File: src/rtl/ten_gig_drp_pkg.sv
// Shared types and default sizing for the 10G PCS/PMA DRP arbiter.
package ten_gig_drp_pkg;

  localparam int unsigned DEF_ADDR_W      = 16;
  localparam int unsigned DEF_DATA_W      = 16;
  localparam int unsigned DEF_TIMEOUT_CYC = 1023;

  typedef enum logic [1:0] {
    IDLE      = 2'd0,
    CORE_OWN  = 2'd1,
    USR_ISSUE = 2'd2,
    USR_WAIT  = 2'd3
  } drp_state_e;

endpackage

File: src/rtl/drp_timeout_cnt.sv
// Watchdog counter for an outstanding DRP access: counts enabled cycles and
// pulses o_expire in the LIMIT-th consecutive enabled cycle without a clear.
module drp_timeout_cnt
  import ten_gig_drp_pkg::*;
#(
  parameter int unsigned LIMIT = DEF_TIMEOUT_CYC
) (
  input  logic i_sys_clk,
  input  logic i_rst_n,
  input  logic i_clr,
  input  logic i_en,
  output logic o_expire
);

  localparam int unsigned CNT_W = $clog2(LIMIT + 1);

  logic [CNT_W-1:0] cnt_q, cnt_d;

  // cnt_q holds the number of waited cycles already completed
  assign o_expire = i_en && !i_clr && (cnt_q == CNT_W'(LIMIT - 1));

  always_comb begin
    cnt_d = cnt_q;
    if (i_clr || o_expire) begin
      cnt_d = '0;
    end else if (i_en) begin
      cnt_d = cnt_q + CNT_W'(1);
    end
  end

  always_ff @(posedge i_sys_clk or negedge i_rst_n) begin
    if (!i_rst_n) begin
      cnt_q <= '0;
    end else begin
      cnt_q <= cnt_d;
    end
  end

endmodule

File: src/rtl/ten_gig_drp_arbiter.sv
// Arbitrates the GT DRP port between the PCS/PMA core (multi-access tenure) and
// a user requester (single atomic access). Define DRP_TIMEOUT_EN for the DRDY watchdog.
module ten_gig_drp_arbiter
  import ten_gig_drp_pkg::*;
#(
  parameter int unsigned TIMEOUT_CYC = DEF_TIMEOUT_CYC,
  parameter int unsigned ADDR_W      = DEF_ADDR_W,
  parameter int unsigned DATA_W      = DEF_DATA_W
) (
  input  logic              i_sys_clk,
  input  logic              i_rst_n,
  input  logic              i_core_req,
  output logic              o_core_gnt,
  input  logic              i_core_den,
  input  logic              i_core_dwe,
  input  logic [ADDR_W-1:0] i_core_daddr,
  input  logic [DATA_W-1:0] i_core_di,
  output logic              o_core_drdy,
  output logic [DATA_W-1:0] o_core_drpdo,
  input  logic              i_usr_req,
  input  logic              i_usr_we,
  input  logic [ADDR_W-1:0] i_usr_addr,
  input  logic [DATA_W-1:0] i_usr_wdata,
  output logic              o_usr_ack,
  output logic [DATA_W-1:0] o_usr_rdata,
  output logic              o_usr_err,
  output logic              o_gt_den,
  output logic              o_gt_dwe,
  output logic [ADDR_W-1:0] o_gt_daddr,
  output logic [DATA_W-1:0] o_gt_di,
  input  logic              i_gt_drdy,
  input  logic [DATA_W-1:0] i_gt_drpdo,
  output logic              o_drp_timeout
);

  drp_state_e        state_q, state_d;
  logic              last_owner_q, last_owner_d;   // 1 = user owned last
  logic              outstanding_q, outstanding_d;
  logic              core_gnt_q, core_gnt_d;
  logic              usr_we_q, usr_we_d;
  logic [ADDR_W-1:0] usr_addr_q, usr_addr_d;
  logic [DATA_W-1:0] usr_wdata_q, usr_wdata_d;
  logic              usr_den_q, usr_den_d;
  logic              usr_ack_q, usr_ack_d;
  logic [DATA_W-1:0] usr_rdata_q, usr_rdata_d;
  logic              usr_err_q, usr_err_d;
  logic              drp_timeout_q, drp_timeout_d;
  logic              usr_req_eff;
  logic              timeout_expire;

`ifdef DRP_TIMEOUT_EN
  logic cnt_en, cnt_clr;

  assign cnt_en  = (state_q == USR_WAIT) || (core_gnt_q && outstanding_q);
  assign cnt_clr = !cnt_en || i_gt_drdy;

  drp_timeout_cnt #(
    .LIMIT(TIMEOUT_CYC)
  ) u_timeout_cnt (
    .i_sys_clk(i_sys_clk),
    .i_rst_n  (i_rst_n),
    .i_clr    (cnt_clr),
    .i_en     (cnt_en),
    .o_expire (timeout_expire)
  );
`else
  assign timeout_expire = 1'b0;
`endif

  // The ack cycle is already IDLE; masking the still-high request there keeps
  // one completed access from being replayed and forces the idle gap.
  assign usr_req_eff = i_usr_req && !usr_ack_q;

  // NOTE: every _d gets a default first so no path through the case can infer a latch.
  always_comb begin
    state_d       = state_q;
    last_owner_d  = last_owner_q;
    outstanding_d = outstanding_q;
    usr_we_d      = usr_we_q;
    usr_addr_d    = usr_addr_q;
    usr_wdata_d   = usr_wdata_q;
    usr_den_d     = 1'b0;
    usr_ack_d     = 1'b0;
    usr_rdata_d   = '0;
    usr_err_d     = 1'b0;
    drp_timeout_d = drp_timeout_q || timeout_expire;

    unique case (state_q)
      IDLE: begin
        if (i_core_req && (!usr_req_eff || last_owner_q)) begin
          state_d      = CORE_OWN;
          last_owner_d = 1'b0;
        end else if (usr_req_eff) begin
          state_d      = USR_ISSUE;
          last_owner_d = 1'b1;
          usr_we_d     = i_usr_we;
          usr_addr_d   = i_usr_addr;
          usr_wdata_d  = i_usr_wdata;
        end
      end
      CORE_OWN: begin
        // A strobe in the same cycle as DRDY starts a new access.
        outstanding_d = (outstanding_q && !i_gt_drdy && !timeout_expire) || i_core_den;
        if (!i_core_req && !outstanding_d) begin
          state_d = IDLE;
        end
      end
      USR_ISSUE: begin
        usr_den_d = 1'b1;
        state_d   = USR_WAIT;
      end
      USR_WAIT: begin
        if (i_gt_drdy) begin
          usr_ack_d   = 1'b1;
          usr_rdata_d = usr_we_q ? '0 : i_gt_drpdo;
          state_d     = IDLE;
        end else if (timeout_expire) begin
          usr_ack_d = 1'b1;
          usr_err_d = 1'b1;
          state_d   = IDLE;
        end
      end
      default: state_d = IDLE;
    endcase

    core_gnt_d = (state_d == CORE_OWN);
  end

  // NOTE: sequential state uses <= only, so every flop samples pre-edge values.
  always_ff @(posedge i_sys_clk or negedge i_rst_n) begin
    if (!i_rst_n) begin
      state_q       <= IDLE;
      last_owner_q  <= 1'b0;
      outstanding_q <= 1'b0;
      core_gnt_q    <= 1'b0;
      usr_we_q      <= 1'b0;
      usr_addr_q    <= '0;
      usr_wdata_q   <= '0;
      usr_den_q     <= 1'b0;
      usr_ack_q     <= 1'b0;
      usr_rdata_q   <= '0;
      usr_err_q     <= 1'b0;
      drp_timeout_q <= 1'b0;
    end else begin
      state_q       <= state_d;
      last_owner_q  <= last_owner_d;
      outstanding_q <= outstanding_d;
      core_gnt_q    <= core_gnt_d;
      usr_we_q      <= usr_we_d;
      usr_addr_q    <= usr_addr_d;
      usr_wdata_q   <= usr_wdata_d;
      usr_den_q     <= usr_den_d;
      usr_ack_q     <= usr_ack_d;
      usr_rdata_q   <= usr_rdata_d;
      usr_err_q     <= usr_err_d;
      drp_timeout_q <= drp_timeout_d;
    end
  end

  assign o_core_gnt    = core_gnt_q;
  assign o_core_drdy   = core_gnt_q && (i_gt_drdy || timeout_expire);
  assign o_core_drpdo  = (core_gnt_q && i_gt_drdy) ? i_gt_drpdo : '0;

  assign o_usr_ack     = usr_ack_q;
  assign o_usr_rdata   = usr_rdata_q;
  assign o_usr_err     = usr_err_q;
  assign o_drp_timeout = drp_timeout_q;

  // Address and data are zeroed outside a strobe so the GT only sees live accesses.
  assign o_gt_den   = core_gnt_q ? i_core_den : usr_den_q;
  assign o_gt_dwe   = core_gnt_q ? (i_core_den && i_core_dwe) : (usr_den_q && usr_we_q);
  assign o_gt_daddr = core_gnt_q ? (i_core_den ? i_core_daddr : '0)
                                 : (usr_den_q  ? usr_addr_q   : '0);
  assign o_gt_di    = core_gnt_q ? (i_core_den ? i_core_di    : '0)
                                 : (usr_den_q  ? usr_wdata_q  : '0);

endmodule

File: config.mk
export PLATFORM = sky130hd
export DESIGN_NAME = ten_gig_drp_arbiter
export DESIGN_NICKNAME = d
export VERILOG_FILES = /design/src/rtl/ten_gig_drp_pkg.sv /design/src/rtl/drp_timeout_cnt.sv /design/src/rtl/ten_gig_drp_arbiter.sv
export SDC_FILE = /design/constraint.sdc
export NUM_CORES = 1
export LEC_CHECK = 0
export CAP_MARGIN = 30
export CORE_MARGIN = 2
export CORE_UTILIZATION = 40
export DETAILED_ROUTE_END_ITERATION = 7
export PLACE_DENSITY_LB_ADDON = 0.05
export SYNTH_ARGS = -nofsm -noshare
export SYNTH_HDL_FRONTEND = slang
export SYNTH_SLANG_ARGS = --single-unit
File: constraint.sdc
create_clock -name i_sys_clk -period 3.28 [get_ports i_sys_clk]
set_clock_uncertainty 0.05 [all_clocks]
set_input_delay 0.328 -clock i_sys_clk [delete_from_list [all_inputs] [get_ports i_sys_clk]]
set_output_delay 0.328 -clock i_sys_clk [all_outputs]
set_load 0.03 [all_outputs]
==> flow_summary.yaml, run 1 <==
status:
  status: "completed"
routing:
  wl_per_cell_um: 15.3
  drt_iter0_markers: 87
  drc: 0
  dr.pass1.iters: 4
  drtAntennaViolNets: 0
  vias_per_cell: 4.95
  num_vias: 2112
  totalWireLength_um: 6530
sta:
  slew_headroom_pct: 44.3
  setup_violations: 0
  fin_crit_ns: 2.77
  rsz0062_at_grt: "no"
  hold_viol: 0
  drv_slew: 0
  tightest_slew_ns: 0.834
  setup_ws_ns: 0.512
  max_freq_mhz: 361
  finalCritPeriodShare_pct: 84.4
  tns_ns: 0
place:
  pre_cts_ws_ns: 0.744
  routabilityCongestion: 0.758
  io_buffers: 156
  place_inst: 419
  dp_hpwl_um: 4960
global_route:
  grt_pass1_vias: 2240
  grt_pass1_wl_um: 10700
  grtUsageTotal_pct: 18.9
  antenna_found_initial: 0
  grt-ovfl-total: 0
  grt_max_degree: 39
yosys:
  synth_area_per_cell_sq_um: 12.9
  seq_area_frac_synth_pct: 55.0
  synth-seq-cells: 56
  synth_top_cell_by_area: "dfrtp_1"
  netlist-cell-type-count: 25
  synthTopCellsByArea: "dfrtp_1, mux2_2, a22o_1"
  synth_top_area_share_pct: 55.0
  ys_warn_count: 0
  syn_area_sq_mm: 0.00255
  synth_cells: 198
clocking:
  cts_resized: 0
  worstSkewPairLatency_ns: 0.30
  hold_buffers: 0
  cts.reportedPaths.clkPinSlew_ns: 0.09
  clock_path_buffers: 2
  root_buffer: "clkbuf_8"
  htree_num_levels: 2
  cts_sinks: 56
  cts_tree: "yes"
  cts_setup_buffers: 0
  cts-buffers-inserted: 5
worst_setup_path:
  path_class: "reg -> out"
  ff2ff_path_depth: 4
  r2r_start: "state_q[1]"
  r2r-end: "usr_wdata_q[2]"
  crit_fanout: 34
  crit_path_start_kind: "register"
  cp-end-kind: "primary output"
  ff2ff_setup_slack_ns: 1.15
  endpoint: "o_gt_daddr[15]"
  worstPathArrival_ns: 2.39
  crit_start: "o_core_gnt"
  required_ns: 2.90
pwr:
  p_leak_nw: 1.82
  power.density_mw_per_mm2: 696
  vdd_drop_max_v: 0.000395
floorplan:
  die_area_sq_mm: 0.00703
  coreArea_sq_mm: 0.00624
  initial_utilization_pct: 40.9
  pin_count: 159
  die_h_um: 83.8
  dieWidth_um: 83.8
  rows: 29
cells_and_area:
  fillers: 507
  utilization_pct: 67.9
  syn_to_final_growth_pct: 66.1
  nNetsFinal: 437
  drive_above_1_share_pct: 13.7
  diodes: 0
  seqCellArea_sq_mm: 0.00140
  stdcell_count: 427
  multiInputGateArea_sq_mm: 0.00104
hold_path:
  hold_class: "in -> async"
run:
  max_cap_violations: 0
-- registers in the layout, indices dropped and copies added, names as in the netlist --
register and cells:
o_core_gnt 1, state_q 2, usr_we_q 1, o_usr_ack 1, last_owner_q 1, usr_den_q 1
usr_addr_q 16, outstanding_q 1, o_usr_rdata 16, usr_wdata_q 16
-- critical path, cell delays in order, from the launching register on --
cell and delay, ns:
dfrtp_1 0.69, and2_1 0.20, buf_4 0.31, a22o_1 0.20
clkdlybuf4s50_1 0.67
-- final cells by class --
cell class	instances	area share, %
Timing Repair Buffer	161	37.9
Sequential cell	56	33.1
Multi-Input combinational cell	125	24.6
Tap cell	77	2.27
Clock buffer	8	2.13
-- where the power goes --
part	leakage (nW)	switching, mW	internal (mW)
Combinational	1.07	0.686	0.752
Sequential	0.700	0.179	0.951
Clock	0.0455	0.208	0.173
Total	1.82	1.07	1.88
-- synthesized netlist by cell type --
library cell and count:
dfrtp_1 56, a22o_1 33, mux2_2 31, and2_1 18, and3_1 17, clkbuf_1 12, nor2b_1 4, buf_4 3
buf_8 3, nand2_1 3, o21ai_0 3, mux2_1 2, a21boi_4 1, a21o_1 1, a21oi_1 1, a221oi_1 1
conb_1 1, nand2b_1 1, nand3_1 1, nand3b_1 1, nor2_1 1, nor3b_1 1, nor4b_2 1, o21ba_2 1
or2_2 1
-- stage by stage --
stage | hold slack [ns] | cell area (sq um) | power [mW]
3_3_place_gp | 0.430 | 4150 | 2.57
2_1_floorplan | -0.0176 | 2550 | 2.05
3_5_place_dp | 0.429 | 4150 | 2.60
6_report | 0.0683 | 4240 | 2.95
5_1_grt | 0.132 | 4240 | 3.13
4_1_cts | 0.0912 | 4240 | 2.98
-- logic make-up after synthesis --
kind of cell	synth area share, %
flip-flops	55.0
AND/OR/NAND/NOR	12.0
multiplexers	14.6
other	0.147
buffers and inverters	4.42
AO/OA/AOI/OAI	13.9
-- routing by layer --
layer	GRT usage, %	up-vias	wire length, um
met5	0	-	0
met4	6.01	0	100
met3	4.06	8	404
met2	33.0	80	3470
met1	23.3	1010	2560
li1	-	1014	-
-- worst min path at each step --
stage            start              to  slack (ns)  cells after the start
2_1_floorplan  i_rst_n    last_owner_q       -0.02                      0
3_3_place_gp   i_rst_n  usr_wdata_q[6]        0.43                      1
3_5_place_dp   i_rst_n  usr_wdata_q[6]        0.43                      1
4_1_cts        i_rst_n  usr_wdata_q[6]        0.09                      1
5_1_grt        i_rst_n  o_usr_rdata[4]        0.13                      1
6_report       i_rst_n  usr_wdata_q[6]        0.07                      1
-- cells in the final DEF, fill, tap and decap left out --
cell type,synthesis,layout
clkdlybuf4s50_1,0,155
dfrtp_1,56,56
a22o_1,33,33
mux2_2,31,31
and2_1,18,18
and3_1,17,17
clkbuf_8,0,6
buf_4,3,4
nor2b_1,4,3
nand2_1,3,3
o21ai_0,3,3
mux2_1,2,2
conb_1,1,2
clkbuf_1,12,2
o21ba_2,1,1
nand2b_1,1,1
nor3b_1,1,1
nand3_1,1,1
nor4b_2,1,1
a21boi_4,1,1
a21o_1,1,1
nor2b_2,0,1
a221oi_1,1,1
or2_2,1,1
nor2_1,1,1
a21oi_1,1,1
nand3b_1,1,1
buf_2,0,1
buf_12,0,1
Power figures use the tool's default switching activity.
==> inputs of run 2 (changes only) <==
Settings changed: CORE_UTILIZATION 40 to 37.
Clock period 3.28 ns to 2.8 ns, I/O delays scaled along.
==> flow_summary.yaml, run 2 (same netlist as run 1, synthesis figures left out) <==
pwr:
  power.total_mw: 3.50
  p_leak_nw: 1.89
  power.density_mw_per_mm2: 835
  vdd_drop_max_v: 0.000543
worst_setup_path:
  required_ns: 2.47
  critPathMostFrequentCell: "clkdlybuf4s50_1"
  crit_fanout: 20
  cp_slowest_stage_delay_ns: 0.82
  cp-end-kind: "primary output"
  ff2ff_path_depth: 4
  path_class: "in -> out"
  crit_path_start_kind: "input pin"
  cp.depth: 3
  path_buf_inv: 2
  worst_path_max_delay_cell: "clkdlybuf4s50_1"
  worstPathArrival_ns: 2.03
  worstPathCellList: "clkdlybuf4s50_1, and3_1, clkdlybuf4s50_1"
  critical_path.top_delay_family: "buffers and inverters"
place:
  dp_hpwl_um: 5020
  io_buffers: 156
  routabilityCongestion: 0.748
  place_inst: 421
  pre_cts_ws_ns: 0.434
routing:
  vias_per_cell: 5.01
  drc: 0
  drt_iter0_markers: 77
  totalWireLength_um: 6760
  wl_per_cell_um: 15.7
  dr.pass1.iters: 4
  drtAntennaViolNets: 0
  num_vias: 2153
sta:
  drv_slew: 0
  setup_ws_ns: 0.441
  rsz0062_at_grt: "no"
  tightest_slew_ns: 0.766
  max_freq_mhz: 424
  finalCritPeriodShare_pct: 84.2
  setup_violations: 0
  tns_ns: 0
  hold_viol: 0
  fin_crit_ns: 2.36
  slew_headroom_pct: 48.8
global_route:
  grt_pass1_vias: 2069
  grt_pass1_wl_um: 10200
  grt_max_degree: 35
  antenna_found_initial: 0
  grt-ovfl-total: 0
  grtUsageTotal_pct: 17.3
floorplan:
  initial_utilization_pct: 38.0
  pin_count: 159
  dieWidth_um: 87.0
  rows: 30
  die_h_um: 87.0
  coreArea_sq_mm: 0.00672
  die_area_sq_mm: 0.00757
cells_and_area:
  layout_common_cells: "clkdlybuf4s50_1, dfrtp_1, buf_4"
  syn_to_final_growth_pct: 64.4
  drive_above_1_share_pct: 23.7
  stdcell_count: 430
  diodes: 0
  final_common_cell: "clkdlybuf4s50_1"
  utilization_pct: 62.4
  nNetsFinal: 437
clocking:
  cts_sinks: 56
  cts_resized: 0
  worstSkewPairLatency_ns: 0.31
  htree_num_levels: 2
  cts_tree: "yes"
  root_buffer: "clkbuf_8"
  cts.reportedPaths.clkPinSlew_ns: 0.09
  clock_path_buffers: 2
  cts-buffers-inserted: 5
hold_path:
  hold_class: "reg -> reg"
  hold_depth: 1
status:
  status: "completed"
run:
  max_cap_violations: 0
[run 2: where the power goes]
| group | internal [mW] | total [mW] | leakage [nW] | switching [mW] |
|---|---|---|---|---|
| Clock | 0.265 | 0.527 | 0.0541 | 0.262 |
| Combinational | 0.831 | 1.64 | 1.13 | 0.814 |
| Sequential | 1.11 | 1.33 | 0.700 | 0.214 |
| Total | 2.21 | 3.50 | 1.89 | 1.29 |
[run 2: path summary, 6_finish.rpt]
check	from	end	slack [ns]
max	i_gt_drdy	o_core_drpdo[14]	0.44
min reg2reg	usr_wdata_q[0]	usr_wdata_q[0]	0.44
min	usr_wdata_q[0]	usr_wdata_q[0]	0.44
min in group asynchronous	i_rst_n	usr_wdata_q[13]	0.46
max reg2reg	state_q[1]	usr_wdata_q[10]	0.95
max in group asynchronous	i_rst_n	o_usr_rdata[14]	1.41
[run 2: layout make-up]
type / count / area, sq um
Tap cell: 80 / 100
Fill cell: 584 / 2530
Multi-Input combinational cell: 125 / 1040
Clock buffer: 5 / 68.8
Sequential cell: 56 / 1400
Timing Repair Buffer: 161 / 1540
Clock inverter: 3 / 42.5
[run 2: worst register-to-register path: stages (launching register included)]
cell	delay, ns
dfrtp_1	0.49
nor4b_2	0.32
a21boi_4	0.27
buf_12	0.23
mux2_2	0.39
[run 2: through the flow]
stage	hold WS (ns)	area, sq um
final	0.445	4190
after global placement	0.279	4070
after CTS	0.452	4190
after floorplan	-0.0656	2550
after global routing	0.479	4190
after detailed placement	0.288	4070
[run 2: timing repair]
| item | in CTS | in global routing |
|---|---|---|
| setup buffers | 0 | 0 |
| endpoints found under the hold margin | 26 | 0 |
| setup endpoints to repair | 0 | 0 |
| hold buffers | 1 | 0 |
[run 2: routing by layer]
layer	up-vias	track usage [%]	share of wire, %
li1	1010	-	-
met1	1055	19.6	39
met2	80	31.7	54
met3	8	4.08	5.9
met4	0	5.54	1.6
met5	-	0	0
==> inputs of run 3 (changes only) <==
Clock period 2.8 ns to 2.5 ns, I/O delays scaled along.
==> flow_summary.yaml, run 3 (same netlist as run 1, synthesis figures left out) <==
status:
  status: "completed"
cells_and_area:
  final_common_cell: "clkdlybuf4s50_1"
  drive_above_1_share_pct: 23.1
  diodes: 0
  layout_common_cells: "clkdlybuf4s50_1, dfrtp_1, buf_4"
  syn_to_final_growth_pct: 64.0
  fillers: 574
  stdcell_area_sq_mm: 0.00418
  nNetsFinal: 437
floorplan:
  coreArea_sq_mm: 0.00672
  dieWidth_um: 87.0
  die_area_sq_mm: 0.00757
  die_h_um: 87.0
  rows: 30
  initial_utilization_pct: 38.0
  pin_count: 159
place:
  routabilityCongestion: 0.748
  place_area_sq_mm: 0.00408
  io_buffers: 156
  dp_hpwl_um: 4930
clocking:
  cts_tree: "yes"
  cts_sinks: 56
  clock_path_buffers: 2
  worstSkewPairLatency_ns: 0.30
  cts-buffers-inserted: 5
  root_buffer: "clkbuf_8"
  cts_setup_buffers: 0
  htree_num_levels: 2
  cts.reportedPaths.clkPinSlew_ns: 0.09
global_route:
  antenna_found_initial: 0
  grt_pass1_vias: 2093
  grt_max_degree: 35
  grt_pass1_wl_um: 10300
  grt-ovfl-total: 0
  grtUsageTotal_pct: 17.4
worst_setup_path:
  ff2ff_path_depth: 4
  worstPathArrival_ns: 2.01
  required_ns: 2.20
  r2r-end: "usr_wdata_q[10]"
  crit_path_start_kind: "input pin"
  ff2ff_setup_slack_ns: 0.65
  r2r_start: "state_q[1]"
  cp-end-kind: "primary output"
  crit_fanout: 20
  path_class: "in -> out"
sta:
  finalCritPeriodShare_pct: 92.3
  drv_slew: 0
  tightest_slew_ns: 0.814
  fin_crit_ns: 2.31
  setup_violations: 0
  tns_ns: 0
  max_freq_mhz: 434
  hold_viol: 0
  rsz0062_at_grt: "no"
  slew_headroom_pct: 45.6
routing:
  drt_iter0_markers: 49
  vias_per_cell: 4.92
  drc: 0
  drtAntennaViolNets: 0
  num_vias: 2117
  totalWireLength_um: 6600
  dr.pass1.iters: 4
  wl_per_cell_um: 15.4
hold_path:
  hold_class: "in -> async"
pwr:
  power.density_mw_per_mm2: 914
  vdd_drop_max_v: 0.000467
  p_leak_nw: 1.88
  power.total_mw: 3.82
run:
  max_cap_violations: 0
==> run 3: cell count changes in the layout (fill, tap and decap cells not counted) <==
cell,previous run,this run
clkbuf_1,0,2
buf_12,2,3
buf_4,36,35
bufinv_16,1,0
clkinvlp_4,1,0
clkbuf_8,5,6
clkinv_2,1,0
==> run 3: metrics by stage <==
| stage | instances | worst slack [ns] | hold slack [ns] | utilization (%) |
|---|---|---|---|---|
| 2_1_floorplan | 199 | 0.615 | -0.0956 | - |
| 3_3_place_gp | 421 | 0.237 | 0.271 | 60.8 |
| 3_5_place_dp | 421 | 0.138 | 0.270 | 60.8 |
| 4_1_cts | 430 | 0.191 | 0.451 | 62.3 |
| 5_1_grt | 430 | 0.0804 | 0.476 | 62.3 |
| 6_report | 430 | 0.193 | 0.449 | 62.3 |
==> run 3: cell type report <==
cell class	count	area (sq um)	area share [%]
repair buffers	161	1550	37.0
flip-flops and latches	56	1400	33.5
multi-input cells	125	1040	24.9
well taps	80	100	2.39
clock buffers	8	90.1	2.15
==> run 3: how the worst max path moves through the flow <==
stage / start / end / depth (start not counted)
5_1_grt: i_gt_drdy / o_core_drpdo[0] / 3
3_5_place_dp: i_gt_drdy / o_usr_rdata[0] / 4
6_report: i_gt_drdy / o_core_drpdo[3] / 3
2_1_floorplan: o_core_gnt / o_gt_daddr[0] / 4
4_1_cts: i_gt_drdy / o_core_drpdo[15] / 3
3_3_place_gp: i_gt_drdy / o_core_drpdo[15] / 3
==> run 3: repair_timing <==
action / CTS / global route
hold endpoints to repair: 26 / 0
gates resized for setup: 0 / 0
hold buffers: 1 / 0
==> run 3: power by group <==
group,internal (mW),switching (mW),leakage [nW]
clock network,0.227,0.269,0.0455
logic,0.932,0.907,1.14
registers,1.25,0.240,0.700
==> run 3: worst max-delay path, cell delays in order <==
cell and delay [ns]:
clkdlybuf4s50_1 0.83, and3_1 0.25, clkdlybuf4s50_1 0.67
==> run 3: per-layer routing <==
| layer | wire length, um | global-route usage [%] | up-vias |
|---|---|---|---|
| li1 | - | - | 1011 |
| met1 | 2610 | 20.6 | 1030 |
| met2 | 3530 | 31.5 | 69 |
| met3 | 394 | 3.60 | 7 |
| met4 | 72 | 5.26 | 0 |
| met5 | 0 | 0 | - |
